==> src/rtl/demod_segment_array.sv <==
// Multi-segment demodulator: integrates SPS samples per segment over NUM_SEG segments and hard-decides each one.
// Optional DEMOD_SEG_SOFT_EN adds min_metric, the smallest |acc| seen across the segments of the last run.
module demod_segment_array #(
   parameter int DATA_W    = 32,
   parameter int FRAC_W    = 16,
   parameter int NUM_SEG   = 10,
   parameter int SPS       = 1,
   parameter int REF_PHASE = 0,
   parameter int ACC_W     = DATA_W + $clog2(SPS) + 1
) (
   input  logic                        clk,
   input  logic                        reset,
   input  logic                        start,
   input  logic [DATA_W-1:0]           in_data,
   input  logic                        in_valid,
   output logic                        in_ready,
   output logic [NUM_SEG*DATA_W-1:0]   seg_out,
   output logic [NUM_SEG-1:0]          seg_bits,
   output logic                        valid,
`ifdef DEMOD_SEG_SOFT_EN
   output logic [ACC_W-1:0]            min_metric,
`endif
   output logic                        busy
);

   localparam int SPS_CW = (SPS > 1) ? $clog2(SPS) : 1;
   localparam int SEG_CW = (NUM_SEG > 1) ? $clog2(NUM_SEG) : 1;
   localparam logic [DATA_W-1:0] REF_POS = DATA_W'(1) << FRAC_W;
   localparam logic [DATA_W-1:0] REF_NEG = ~REF_POS + DATA_W'(1);
   localparam logic [SPS_CW-1:0] LAST_S  = SPS_CW'(SPS - 1);
   localparam logic [SEG_CW-1:0] LAST_K  = SEG_CW'(NUM_SEG - 1);

   typedef enum logic [1:0] {
      IDLE,
      ACCUM,
      DONE
   } state_t;

   state_t state, next_state;

   logic [ACC_W-1:0]  acc;
   logic [ACC_W-1:0]  acc_sum;
   logic [SPS_CW-1:0] s;
   logic [SEG_CW-1:0] k;
   logic              start_run;
   logic              accept;
   logic              last_sample;
   logic              last_seg;
   logic              ref_pos;
   logic              decide_ref;
   logic [DATA_W-1:0] dec_val;

   always_ff @(posedge clk or posedge reset) begin
      if (reset) begin
         state <= IDLE;
      end else begin
         state <= next_state;
      end
   end

   always_comb begin
      next_state = state;
      in_ready   = 1'b0;
      valid      = 1'b0;
      busy       = 1'b0;
      start_run  = 1'b0;
      case (state)
         IDLE: begin
            if (start) begin
               next_state = ACCUM;
               start_run  = 1'b1;
            end
         end
         ACCUM: begin
            in_ready = 1'b1;
            busy     = 1'b1;
            if (in_valid && last_sample && last_seg) begin
               next_state = DONE;
            end
         end
         DONE: begin
            valid      = 1'b1;
            busy       = 1'b1;
            next_state = IDLE;
         end
         default: next_state = IDLE;
      endcase
   end

   assign accept      = in_ready && in_valid;
   assign last_sample = (s == LAST_S);
   assign last_seg    = (k == LAST_K);
   assign acc_sum     = acc + {{(ACC_W-DATA_W){in_data[DATA_W-1]}}, in_data};

   // A zero sum is a tie and resolves toward the segment's own reference.
   assign ref_pos    = (k[0] == (REF_PHASE != 0));
   assign decide_ref = (acc_sum == '0) || (acc_sum[ACC_W-1] != ref_pos);
   assign dec_val    = (decide_ref == ref_pos) ? REF_POS : REF_NEG;

   always_ff @(posedge clk or posedge reset) begin
      if (reset) begin
         acc      <= '0;
         s        <= '0;
         k        <= '0;
         seg_out  <= '0;
         seg_bits <= '0;
      end else if (start_run) begin
         acc      <= '0;
         s        <= '0;
         k        <= '0;
         seg_out  <= '0;
         seg_bits <= '0;
      end else if (accept) begin
         if (last_sample) begin
            acc <= '0;
            s   <= '0;
            k   <= last_seg ? '0 : k + SEG_CW'(1);
            for (int i = 0; i < NUM_SEG; i++) begin
               if (int'(k) == i) begin
                  seg_out[i*DATA_W +: DATA_W] <= dec_val;
                  seg_bits[i]                 <= decide_ref;
               end
            end
         end else begin
            acc <= acc_sum;
            s   <= s + SPS_CW'(1);
         end
      end
   end

`ifdef DEMOD_SEG_SOFT_EN
   logic [ACC_W-1:0] abs_sum;

   assign abs_sum = acc_sum[ACC_W-1] ? (~acc_sum + ACC_W'(1)) : acc_sum;

   always_ff @(posedge clk or posedge reset) begin
      if (reset) begin
         min_metric <= '1;
      end else if (start_run) begin
         min_metric <= '1;
      end else if (accept && last_sample && (abs_sum < min_metric)) begin
         min_metric <= abs_sum;
      end
   end
`else
   // Hard decisions only; no soft metric is tracked.
`endif

endmodule
==> config.mk <==
export PLATFORM = sky130hd
export DESIGN_NAME = demod_segment_array
export DESIGN_NICKNAME = d
export VERILOG_FILES = /design/src/rtl/demod_segment_array.sv
export SDC_FILE = /design/constraint.sdc
export NUM_CORES = 1
export LEC_CHECK = 0
export ABC_CLOCK_PERIOD_IN_PS = 4700
export CORE_AREA = 2 2 144 146
export CTS_BUF_LIST = sky130_fd_sc_hd__clkbuf_16
export CTS_CLUSTER_SIZE = 40
export DETAILED_ROUTE_END_ITERATION = 6
export DIE_AREA = 0 0 146 148
export PLACE_DENSITY = 0.66
export SYNTH_ARGS = -nofsm -noshare
export SYNTH_HDL_FRONTEND = slang
export SYNTH_SLANG_ARGS = --single-unit
export TNS_END_PERCENT = 30
==> constraint.sdc <==
create_clock -name clk -period 4.7 [get_ports clk]
set_clock_uncertainty 0.05 [all_clocks]
set_input_delay 0.94 -clock clk [delete_from_list [all_inputs] [get_ports clk]]
set_output_delay 0.94 -clock clk [all_outputs]
set_load 0.1 [all_outputs]
==> reports/results.tsv <==
metric	value	unit
RSZ-0062 raised after global routing	false	
number of synthesized register bits	36	
gr ovfl total	0	
Ports	369	
CP required	3.71	ns
area grow syn2layout	23.15	%
Worst path max stage delay	1.19	ns
ANT cells	0	
Setup Buffers After CTS	0	
highest-delay cell along the critical path	clkdlybuf4s50_1	
final instance area	4858	sq um
Setup CP Type	reg -> out	
Worst Tran Pin Value	1.087	ns
wire per inst	10.94	um
Final Net Count	579	
Die Wd	146	um
Die Ht	148	um
Setup TNS	0	ns
Final period util	69.38	%
Crit Path Max Fanout	6	
Total Routing Usage GR	7.069	%
cell count after synthesis	469	
Initial Util	19.69	%
vias per cell	3.120	
register area share after synthesis	22.84	%
post-cts sizing count	0	
dominant cell type by area after synthesis	buf_4	
Rows	52	
Routed Antenna Nets	0	
IO buf count	208	
Distinct cells, synth	37	
# hold bufs at CTS	0	
worst hold stages	2	
synthesized area	3945	sq um
Inserted Clock Buffers	5	
ys async rst share	100.0	%
Reg clk slew, reported paths	0.06	ns
Setup crit start kind	flop	
CTS max path bufs	2	
Detailed Route WL	8.852	mm
Final GP Congestion	0.6771	
main flop type after synthesis	dfrtp_1	
Setup Viol. Count Final	0	
number of flops mapped to enable cells by yosys	0	
clock latency on the worst-skew pair	0.27	ns
routed vias	2524	
vias in the first global route	2028	
initial antenna violation count	0	
Critical Path End Type	output port	
most area-consuming cells after synthesis	buf_4, dfrtp_1, nor2_1	
HPWL Detailed	7.251	mm
hold crit path type	reg -> reg	
Max-Cap Viols	0	
# DRC	0	
post-layout min period	3.261	ns
Detailed Routing Iterations Pass 1	4	
CTS tree	built	
syn avg cell area	8.412	sq um
largest net degree at the start of global routing	37	
clk root buf	clkbuf_16	
Slew Viols, Final	0	
dpl cell area	4695	sq um
area share of the largest cell type after synthesis	57.09	%
Slew HR	27.52	%
core region area	20040	sq um
Clock H-tree levels	2	
cells on worst reg2reg path	6	
WP data arrival	2.27	ns
outcome	finished clean	
share of layout cells above drive strength 1	2.412	%
DRT iter0 DRCs	73	
first-pass GRT wire length	12.05	mm
Clock Sinks	36	
Warnings, synthesis	0	
die footprint	21610	sq um
f_max	306.7	MHz
CP Cell Sequence	inv_1 > ha_1 > clkdlybuf4s50_1	
final hold vios	0	
## cell usage after synthesis, types with 2 or more instances
cell,number
a21oi_1,16
and4_1,2
buf_2,3
buf_4,300
clkbuf_1,3
dfrtp_1,36
ha_1,5
inv_1,7
mux2_2,2
mux2i_1,9
nand2_1,5
nand2b_1,4
nor2_1,29
nor2b_1,2
nor3_1,5
nor4_1,8
o211ai_1,2
o21ai_0,10
o22ai_1,2
o31ai_1,2
## metrics by stage
stage                     utilization [%]  std cells  hold WS [ns]  worst slack [ns]
final                               24.24        809        0.4450             1.439
after global routing                24.24        809        0.4814             1.306
after CTS                           24.24        809        0.4513             1.400
after detailed placement            23.43        801        0.4384             1.703
after global placement              23.43        801        0.4254             1.733
after floorplan                         -        628        0.4576             2.135
## kinds of logic (layout without fill, tap and decap cells)
family | after synthesis | count (layout) | synth area share [%]
AO/OA/AOI/OAI | 37 | 37 | 5.455
XOR/XNOR | 2 | 2 | 0.4441
adder cells (fa/ha/maj) | 5 | 5 | 1.586
buffers and inverters | 314 | 225 | 58.52
flip-flops | 36 | 36 | 22.84
multiplexers | 11 | 11 | 2.854
other | 1 | 160 | 0.09506
AND/OR/NAND/NOR | 63 | 63 | 8.214
## worst max-delay path: cells and delay by family (launching register included)
kind | cells | cell delay [ns]
buffers and inverters | 2 | 1.31
flip-flops | 1 | 0.39
adder cells (fa/ha/maj) | 1 | 0.29
## metal layers
metal	vias up	wire [um]	global-route usage, %
met5	-	0	0
met4	0	76	1.845
met3	4	942	1.944
met2	206	4644	13.21
met1	1144	3188	7.907
li1	1170	-	-
## final timing paths
check                       startpoint           end  slack (ns)
max                           state[1]      in_ready        1.44
min                        seg_out[48]   seg_out[48]        0.45
min in group asynchronous        reset  seg_out[112]        1.04
max reg2reg                   state[1]   seg_bits[6]        2.61
min reg2reg                seg_out[48]   seg_out[48]        0.45
max in group asynchronous        reset          k[1]        3.22
## registers in the layout, summed over array words and instances, names as in the netlist
register,flops
seg_out,20
seg_bits,10
k,4
state,2
## layout by cell type (no fill, tap or decap), drive strengths merged, types with 5 or more instances in the layout
cell             n
nor3             6
ha               5
dfrtp           36
mux2i            9
clkdlybuf4s50  208
conb           160
nor4             8
nand2            5
clkbuf           5
o21ai           10
inv              8
nor2            29
a21oi           16
## area by class of cell
type | instances | area, sq um
well taps | 270 | 337.8
fillers | 2214 | 15180
multi-input cells | 278 | 1333
flip-flops and latches | 36 | 900.9
clock buffers | 5 | 125.1
inverters | 7 | 26.28
clock inverters | 3 | 38.79
repair buffers | 210 | 2097
Power is not shown: default switching activity piles up to over one toggle a cycle in this logic, so the estimate is an artifact.
